`src/rtl/bus_transfer_sequencer.sv`:
```
// Register-bus initiator: steps a writable microprogram, one enable/latch transfer per clock edge.
// Optional SEQ_ERR_CHECK_EN adds a sticky err flag for illegal or suspicious transfer words.
module bus_transfer_sequencer #(
  parameter int NUM_REGS   = 10,
  parameter int PROG_DEPTH = 16,
  parameter int AW         = $clog2(PROG_DEPTH)
) (
  input  logic                one_shot_clock,
  input  logic                reset,
  input  logic                start,
  input  logic [AW-1:0]       start_addr,
  input  logic                halt,
  input  logic                prog_we,
  input  logic [AW-1:0]       prog_addr,
  input  logic [8:0]          prog_wdata,
  output logic [NUM_REGS-1:0] enable,
  output logic [NUM_REGS-1:0] latch,
  output logic [AW-1:0]       pc,
  output logic                busy,
  output logic                done,
  output logic                err
);

  typedef enum logic [1:0] {S_IDLE, S_RUN, S_DONE} state_e;

  localparam logic [3:0]          NREG     = 4'(NUM_REGS);
  localparam logic [AW-1:0]       PC_MAX   = AW'(PROG_DEPTH - 1);
  localparam logic [NUM_REGS-1:0] ONE_HOT0 = NUM_REGS'(1);

  state_e        state_q, state_d;
  logic [AW-1:0] pc_q, pc_d;
  logic [8:0]    mem_q [PROG_DEPTH];

  logic [8:0] word;
  logic       last;
  logic [3:0] src, dst;
  logic       src_ok, dst_ok;

  assign word   = mem_q[pc_q];
  assign last   = word[8];
  assign dst    = word[7:4];
  assign src    = word[3:0];
  assign src_ok = (src < NREG);
  assign dst_ok = (dst < NREG);

  assign pc   = pc_q;
  assign busy = (state_q == S_RUN);
  assign done = (state_q == S_DONE);

  always_comb begin
    state_d = state_q;
    pc_d    = pc_q;
    enable  = '0;
    latch   = '0;
    case (state_q)
      S_IDLE: begin
        if (start) begin
          state_d = S_RUN;
          pc_d    = start_addr;
        end
      end
      S_RUN: begin
        if (!halt) begin
          if (src_ok) enable = ONE_HOT0 << src;
          if (dst_ok) latch  = ONE_HOT0 << dst;
          // The last physical word terminates the program; pc never wraps.
          if (last || pc_q == PC_MAX) state_d = S_DONE;
          else                        pc_d    = pc_q + 1'b1;
        end
      end
      S_DONE:  state_d = S_IDLE;
      default: state_d = S_IDLE;
    endcase
  end

  always_ff @(posedge one_shot_clock) begin
    if (reset) begin
      state_q <= S_IDLE;
      pc_q    <= '0;
      for (int i = 0; i < PROG_DEPTH; i++) mem_q[i] <= 9'h1FF;
    end else begin
      state_q <= state_d;
      pc_q    <= pc_d;
      if (prog_we && !busy) mem_q[prog_addr] <= prog_wdata;
    end
  end

`ifdef SEQ_ERR_CHECK_EN
  logic err_q;
  logic src_rsvd, dst_rsvd, bad_word;

  // Codes NUM_REGS..14 are reserved; 15 is the explicit "none" code.
  assign src_rsvd = !src_ok && (src != 4'hF);
  assign dst_rsvd = !dst_ok && (dst != 4'hF);
  assign bad_word = src_rsvd || dst_rsvd ||
                    (dst_ok && src == 4'hF) ||
                    (src_ok && src == dst);

  always_ff @(posedge one_shot_clock) begin
    if (reset)                                          err_q <= 1'b0;
    else if (state_q == S_RUN && !halt && bad_word)     err_q <= 1'b1;
  end

  assign err = err_q;
`else
  assign err = 1'b0;
`endif

endmodule
```
`config.mk`:
```
export PLATFORM = sky130hd
export DESIGN_NAME = bus_transfer_sequencer
export DESIGN_NICKNAME = d
export VERILOG_FILES = /design/src/rtl/bus_transfer_sequencer.sv
export SDC_FILE = /design/constraint.sdc
export NUM_CORES = 1
export LEC_CHECK = 0
export CORE_UTILIZATION = 30
export DETAILED_ROUTE_END_ITERATION = 10
export PLACE_DENSITY = 0.42
export REMOVE_ABC_BUFFERS = 1
export SLEW_MARGIN = 15
export SYNTH_ARGS = -nofsm -noshare
export SYNTH_HDL_FRONTEND = slang
export SYNTH_SLANG_ARGS = --single-unit
export TNS_END_PERCENT = 5
```
`constraint.sdc`:
```
create_clock -name one_shot_clock -period 4.55 [get_ports one_shot_clock]
set_input_delay 0.91 -clock one_shot_clock [delete_from_list [all_inputs] [get_ports one_shot_clock]]
set_output_delay 0.91 -clock one_shot_clock [all_outputs]
set_load 0.05 [all_outputs]
```
; ---- Yosys cells after proc, flatten, opt, wreduce, memory -nomap -nowiden
; Memory sizes are Yosys's and may differ from the RTL's. A register that Yosys moved wholly into a read port is not among the register bits.
; Index checks and enable logic that the tools add are counted.
[totals]
register_bits = 6
ramBits = 144
in_bits = 22
output_inout_bits = 27
wordCells = 47
mem_count = 1
[mem_list]
columns = memory, words, word_bits, read_ports, rd_ports_with_merged_regs, write_ports, line
row1 = mem_q, 16, 9, 1, 1, 16, 32  ; logic [8:0] mem_q [PROG_DEPTH];
[classes]
n_addsub = 1
order_cmp = 2
n_eq_ne = 7
shift = 2
n_mux = 24
reduce_logical = 8
[op_table]
columns = operator, count
row1 = 10-bit two-way mux, 6
row2 = 4-bit two-way mux, 6
row3 = "1-bit by 4-bit left shift with 10-bit output, first input constant", 2
row4 = 9-bit two-way mux, 1
row5 = 9-bit OR reduction, 1
row6 = "4-bit less-than comparator, second input constant", 2
row7 = 4-bit one-hot mux with 2 select lines, 1
row8 = 1-bit two-way mux, 6
row9 = 2-bit two-way mux, 3
row10 = "2-bit inequality test, second input constant", 3
row11 = "4-bit by 1-bit adder with 4-bit output, second input constant", 1
row12 = "4-bit equality test, second input constant", 1
row13 = 2-bit one-hot mux with 2 select lines, 1
row14 = 4-bit AND reduction, 1
row15 = 3-bit AND reduction, 1
row16 = "2-bit by 1-bit equality test with 1-bit output, second input constant", 1
row17 = "2-bit equality test, second input constant", 1
row18 = 2-bit zero test, 1
row19 = "2-bit by 1-bit inequality test with 1-bit output, second input constant", 1
row20 = 2-bit nonzero test, 1
row21 = 1-bit logical AND, 1
row22 = 1-bit zero test, 1
row23 = 1-bit logical OR, 1

; ---- Logic depth before layout (Yosys ltp)
; Gate-level depths: netlist (run 1).
[depth]
depth_word = 8
mapped_depth = 7
ltp_nobuf = 6

; ---- Worst setup path after synthesis (run 1)
; No wires, ideal clock.
[synth_timing]
path_kind = reg2out
startpoint = reg (tool-made name)
endpoint = out enable[0]
t_arrival_ps = 2391
required_ps = 3640
slack_ps = 1249
stages_incl_launch_ff = 8
path_buffers = 2
cell_sequence = dfxtp_1 buf_4 buf_2 mux4_2 nor3_1 a21oi_1 a21o_1 nor2_1
[synth_lines]
columns = item, line
row1 = end: declaration, 16  ; output logic [NUM_REGS-1:0] enable,

==> reports/metrics.yaml, run 1 <==
final_layout:
  post-route-util: 0.361
  finalNetCount: 657
  layout_common_cells: "edfxtp_1 (144), or3_1 (83), or2_1 (55)"
  final_common_cell: "edfxtp_1"
  area_growth_pct: 18.8
  antenna_cells: 0
  finalInstanceArea_mm2: 0.00907
  drive_gt1_frac: 0.150
  fillers: 2449
cts:
  cts_sinks: 154
  postCtsResizedCells: 0
  cts_inserted_buffers: 17
  cts.htree.levels: 4
  root_buffer: "clkbuf_16"
  cts_tree: "built"
  postCtsHoldBufs: 0
  postCtsSetupBuffers: 0
  clk_path_buf_depth: 2
  path_clk_slew_ns: 0.07
  clock_latency_ns: 0.42
timing:
  finalClockSkew_ns: 0.0122
  grt_setup_unrepaired: "false"
  maxSlewHeadroom: 0.257
  timing.final.hold_violations: 0
  finalWorstSetupSlack_ns: 0.346
  fin_crit_sh: 0.924
  setup_viol: 0
  slew_violations: 0
  worst_pin_slew_ns: 1.11
  max_freq_ghz: 0.238
  min_period_ns: 4.20
  tns_ns: 0
grt:
  gr-total-overflow: 0
  grt_max_degree: 62
  grt_pass1_wl_um: 31400
  first_global_vias: 4906
  grt_antenna_before_repair: 0
  grt_use_total: 0.169
detailed_routing:
  vias: 5015
  viasPerCell: 5.13
  drtPass1Iterations: 5
  ant_nets: 0
  drc_errors: 0
  wl_um: 21200
  drtIter0Drc: 415
  routedWlPerCell_um: 21.7
critical_path:
  cp_max_fo: 37
  worstSetupStartpointType: "flop"
  critPathBufInv: 2
  crit_arrival_ns: 3.29
  cp.required_ns: 3.64
  path_cells: "buf_12 > mux4_2 > nor3b_1 > a31oi_1 > o22a_1 > nor2_1 > clkdlybuf4s50_1"
  path_delay_family: "buffers and inverters"
  cpPeakStageDelay_ns: 0.82
  crit_path_end_kind: "output pin"
  worst_path_max_delay_cell: "clkdlybuf4s50_1"
  worstSetupPathType: "flop to output pin"
floorplan:
  die_area_mm2: 0.0261
  fp.dieH_um: 162
  coreArea_mm2: 0.0251
  io-pin-count: 49
  start_util: 0.304
  die_x_um: 162
  row_count: 58
run_status:
  outcome: "finished clean"
synth:
  yosys_warnings: 0
  syn_area_mm2: 0.00764
  synth_top_flop_cell: "edfxtp_1"
  synthArstFlopShare: 0
  syn_area_per_cell_um2: 12.9
  synthCells: 594
  ys_ff_latch: 154
  yosysUniqueCellTypes: 51
  ys_seq_area_frac: 0.592
  synth-edff-count: 144
power:
  p_per_area_mw_per_mm2: 362
  pwr-share-comb: 0.099
  power_mw: 3.28
  peakVddDrop_mv: 0.191
  seq_power_share: 0.486
  p_sw_uw: 840
  p_int_mw: 2.44
  switching_share: 0.256
  leakagePower_nw: 2.35
  clkPwrFrac: 0.415
placed_design:
  place_area_mm2: 0.00851
  dp_hpwl_um: 13900
  io_buffers: 47
  place_ws_ns: 0.360
  gp_congestion: 0.857
min_path:
  min-delay-start: "state_q[0]$_SDFFE_PP0P_"
  hold_class: "flop to flop"
run:
  max_cap_violations: 0
==> worst paths after layout <==
kind	to	slack, ns	cells after the start
worst max-delay path	latch[5]	0.35	7
worst min-delay path	state_q[0]$_SDFFE_PP0P_	0.52	1
worst min register to register	state_q[0]$_SDFFE_PP0P_	0.52	1
worst max register to register	flop	1.53	6
==> sequential cells by signal, indices dropped and copies added, names as in the netlist, named ones only <==
register  cells
mem_q       144
pc            4
state_q       2
==> area by class of cell <==
type / count / area (um^2) / share of cell area
sequential: 154 / 4530 / 0.499
multi-input combinational: 375 / 2840 / 0.313
timing repair buffer: 70 / 663 / 0.0731
clock buffer: 18 / 429 / 0.0473
tap: 330 / 413 / 0.0455
clock inverter: 14 / 138 / 0.0152
inverter: 16 / 60.1 / 0.00662
==> cell families (layout without fill, tap and decap cells) <==
group                    after synthesis  after routing  share of synthesized area
AO/OA/AOI/OAI                         67             67                     0.0582
adder cells (fa/ha/maj)                1              1                    0.00164
buffers and inverters                 65            118                     0.0354
flip-flops                           154            154                      0.592
multiplexers                          42             42                      0.111
other                                  1              1                   0.000491
AND/OR/NAND/NOR                      264            264                      0.201
==> cell usage after synthesis, types with 2 or more instances <==
| cell | instances | share of area |
|---|---|---|
| edfxtp_1 | 144 | 0.57 |
| nor3b_1 | 11 | 0.011 |
| mux4_2 | 33 | 0.097 |
| or2_1 | 55 | 0.045 |
| o21ai_0 | 6 | 0.0039 |
| nand2_1 | 23 | 0.011 |
| mux2i_1 | 5 | 0.0066 |
| o22a_1 | 6 | 0.0069 |
| a211oi_1 | 2 | 0.0020 |
| o311ai_1 | 3 | 0.0034 |
| inv_1 | 14 | 0.0069 |
| or3_1 | 83 | 0.068 |
| buf_2 | 3 | 0.0020 |
| nor3_1 | 11 | 0.0072 |
| mux2_4 | 3 | 0.0059 |
| a21o_1 | 2 | 0.0020 |
| a211o_1 | 2 | 0.0023 |
| nand3b_1 | 10 | 0.0098 |
| dfxtp_1 | 10 | 0.026 |
| buf_4 | 4 | 0.0039 |
| a31oi_1 | 13 | 0.011 |
| nor2_1 | 32 | 0.016 |
| o21ai_1 | 18 | 0.012 |
| a22oi_1 | 3 | 0.0029 |
| nor2b_1 | 3 | 0.0025 |
| a21oi_1 | 3 | 0.0020 |
| o311ai_0 | 2 | 0.0023 |
| a32oi_1 | 2 | 0.0023 |
| clkbuf_1 | 40 | 0.020 |
| nand2b_1 | 18 | 0.015 |
| nand3_1 | 10 | 0.0066 |
==> metrics by stage <==
stage,hold slack (ns),instances
final,0.524,977
after global routing,0.557,977
after CTS,0.531,977
after detailed placement,0.516,945
after global placement,0.504,945
after floorplan,0.469,545
==> per-layer routing <==
| metal | GRT usage | vias up | part of all wire |
|---|---|---|---|
| met2 | 0.278 | 127 | 0.48 |
| met3 | 0.0298 | 17 | 0.039 |
| met4 | 0.0425 | 0 | 0.010 |
| met5 | 0 | - | 0 |
| li1 | - | 2322 | - |
| met1 | 0.230 | 2549 | 0.47 |
==> power by group through the flow <==
stage	registers (mW)	clock network [mW]	logic (mW)
finish	1.59	1.36	0.324
global route	1.60	1.45	0.349
CTS	1.59	1.39	0.331
detailed placement	1.63	0	0.330
global placement	1.62	0	0.326
floorplan	1.66	0	0.141
Power figures use the tool's default switching activity.
==> inputs of run 2 (changes only) <==
- CORE_MARGIN: not set -> 2
==> run 2 against run 1 <==
  * Flip-flop and latch count did not move
  * Sequential power about the same
  * First-iteration DRC count rose by 7.0%
  * Combinational power down 3%
  * Worst hold slack worse by 0.0078 ns
  * Non-clock buffer count rose by 5
  * Clock power is 4% higher
  * Fmax shrank 0.98%
  * Clock skew up 0.0011 ns
  * Critical path depth is 1 lower
  * Worst setup slack got worse by 0.042 ns
  * Core utilization is essentially flat
  * Critical path type unchanged
  * Critical endpoint is now enable[7]
==> reports/metrics.yaml, run 2 (synthesis results as in run 1) <==
run_status:
  outcome: "finished clean"
detailed_routing:
  drtPass1Iterations: 5  # unchanged
  ant_nets: 0  # unchanged
  wl_um: 21900  # +3.1%
  routedWlPerCell_um: 22.2  # +2.5%
  viasPerCell: 5.10  # -0.65%
  drc_errors: 0  # unchanged
  drtIter0Drc: 444  # +7.0%
  vias: 5013  # -0.040%
critical_path:
  critPathBufInv: 2  # unchanged
  worstSetupStartpointType: "flop"
  crit_arrival_ns: 3.34  # +0.05 ns
  worstSetupPathType: "flop to output pin"
  rrSetupSlack_ns: 1.51  # -0.02 ns
  path_delay_family: "buffers and inverters"
  cpPeakStageDelay_ns: 0.81  # about the same
  cp_max_fo: 13  # -65%
  path_cells: "buf_12 > mux4_2 > o311ai_1 > o21ai_1 > nor2_1 > clkdlybuf4s50_1"
  worst_path_max_delay_cell: "clkdlybuf4s50_1"
  cp.required_ns: 3.64  # about the same
  crit_path_end_kind: "output pin"
power:
  leakagePower_nw: 2.41  # +2.8%
  p_int_mw: 2.49  # +2.2%
  switching_share: 0.251  # -0.00513
  p_sw_uw: 835  # -0.52%
  pwr-share-comb: 0.095  # -0.004
  p_per_area_mw_per_mm2: 367  # +1.5%
  seq_power_share: 0.484  # -0.002
  peakVddDrop_mv: 0.265  # +39%
  power_mw: 3.33  # +1.5%
  clkPwrFrac: 0.422  # +0.007
cts:
  cts_tree: "built"
  root_buffer: "clkbuf_16"
  postCtsSetupBuffers: 0  # unchanged
  postCtsResizedCells: 0  # unchanged
  cts_sinks: 154  # unchanged
  path_clk_slew_ns: 0.06  # about the same
  cts.htree.levels: 4  # unchanged
  cts_inserted_buffers: 17  # unchanged
  clock_latency_ns: 0.43  # about the same
  postCtsHoldBufs: 0  # unchanged
  clk_path_buf_depth: 2  # unchanged
run:
  max_cap_violations: 0  # unchanged
floorplan:
  die_area_mm2: 0.0268  # +2.5%
  die_x_um: 164  # +1.2%
  io-pin-count: 49  # unchanged
  fp.dieH_um: 164  # +1.2%
  row_count: 58  # unchanged
  start_util: 0.304  # unchanged
  coreArea_mm2: 0.0251  # unchanged
timing:
  tns_ns: 0  # unchanged
  min_period_ns: 4.25  # +0.0416 ns
  timing.final.hold_violations: 0  # unchanged
  grt_setup_unrepaired: "false"
  maxSlewHeadroom: 0.279  # +0.0220
  finalClockSkew_ns: 0.0133  # +0.00112 ns
  setup_viol: 0  # unchanged
  fin_hold_ws_ns: 0.516  # -0.00781 ns
  worst_pin_slew_ns: 1.08  # -0.0331 ns
  slew_violations: 0  # unchanged
  finalWorstSetupSlack_ns: 0.305  # -0.0416 ns
  max_freq_ghz: 0.236  # -0.98%
  fin_crit_sh: 0.933  # +0.00915
grt:
  grt_pass1_wl_um: 32700  # +4.1%
  grt_use_total: 0.169  # +0.000541
  first_global_vias: 5159  # +5.2%
  gr-total-overflow: 0  # unchanged
  grt_antenna_before_repair: 0  # unchanged
  grt_max_degree: 55  # -11%
final_layout:
  layout_common_cells: "edfxtp_1 (144), or3_1 (83), or2_1 (55)"
  drive_gt1_frac: 0.179  # +0.0295
  largest_reg_flops: 144  # unchanged
  finalNetCount: 662  # +0.76%
  regMostFlops: "mem_q"
  area_growth_pct: 18.8  # about the same
  final_common_cell: "edfxtp_1"
placed_design:
  gp_congestion: 0.836  # -2.3%
  place_ws_ns: 0.540  # +0.180 ns
  io_buffers: 47  # unchanged
  dp_hpwl_um: 15200  # +9.1%
min_path:
  hold_class: "flop to flop"
## run 2: changes by cell type in the layout (fill, tap and decap cells not counted)
cell             change
diode_2              +1
clkinv_4             +2
clkinvlp_4           -1
clkdlybuf4s50_1     -16
clkbuf_1             +1
buf_12               -1
inv_6                -1
inv_8                -2
dfxtp_2              -1
buf_4               +22
dfxtp_4              +1
bufinv_16            +1
## run 2: power groups by stage
stage / Clock, mW / Combinational (mW) / Sequential [mW]
5_1_grt: 1.48 / 0.340 / 1.62
3_3_place_gp: 0 / 0.317 / 1.64
3_5_place_dp: 0 / 0.320 / 1.64
2_1_floorplan: 0 / 0.141 / 1.66
6_report: 1.41 / 0.315 / 1.61
4_1_cts: 1.43 / 0.320 / 1.61
## run 2: layout make-up
| type | count | area (um^2) |
|---|---|---|
| timing repair buffer | 75 | 648 |
| multi-input combinational | 375 | 2840 |
| sequential | 154 | 4530 |
| clock inverter | 13 | 146 |
| clock buffer | 19 | 433 |
| antenna | 1 | 2.50 |
| tap | 330 | 413 |
| fill | 2477 | 16000 |
| inverter | 16 | 60.1 |
## run 2: metrics by stage
| stage | utilization | cells | cell area, um^2 |
|---|---|---|---|
| after floorplan | - | 545 | 7430 |
| after global placement | 0.338 | 950 | 8490 |
| after detailed placement | 0.338 | 950 | 8490 |
| after CTS | 0.361 | 982 | 9070 |
| after global routing | 0.361 | 982 | 9070 |
| final | 0.361 | 983 | 9080 |
## run 2: layer usage
metal | vias up | GRT usage | part of all wire
met3 | 17 | 0.0256 | 0.033
met2 | 111 | 0.286 | 0.48
met5 | - | 0 | 0
li1 | 2329 | - | -
met1 | 2556 | 0.226 | 0.47
met4 | 0 | 0.0498 | 0.016
## run 2: path summary, 6_finish.rpt
path / from / endpoint / cells past startpoint
hold / removal: state_q[0]$_SDFFE_PP0P_ / state_q[0]$_SDFFE_PP0P_ / 1
setup / recovery: flop / enable[7] / 6
hold reg to reg: state_q[0]$_SDFFE_PP0P_ / state_q[0]$_SDFFE_PP0P_ / 1
setup reg to reg: state_q[1]$_SDFFE_PP0P_ / mem_q[5][5]$_SDFFCE_PN1P_ / 6
## run 2: worst reg2reg max path: cells and delay by family, from the launching register on
kind	cells	cell delay, ns
flip-flops	1	0.38
AND/OR/NAND/NOR	3	1.52
buffers and inverters	2	0.37
AO/OA/AOI/OAI	1	0.49
==> inputs of run 3 (changes only) <==
- CAP_MARGIN: not set -> 20
==> results of run 3 <==
No change in the layout: final DEF, timing and power equal those of run 2.
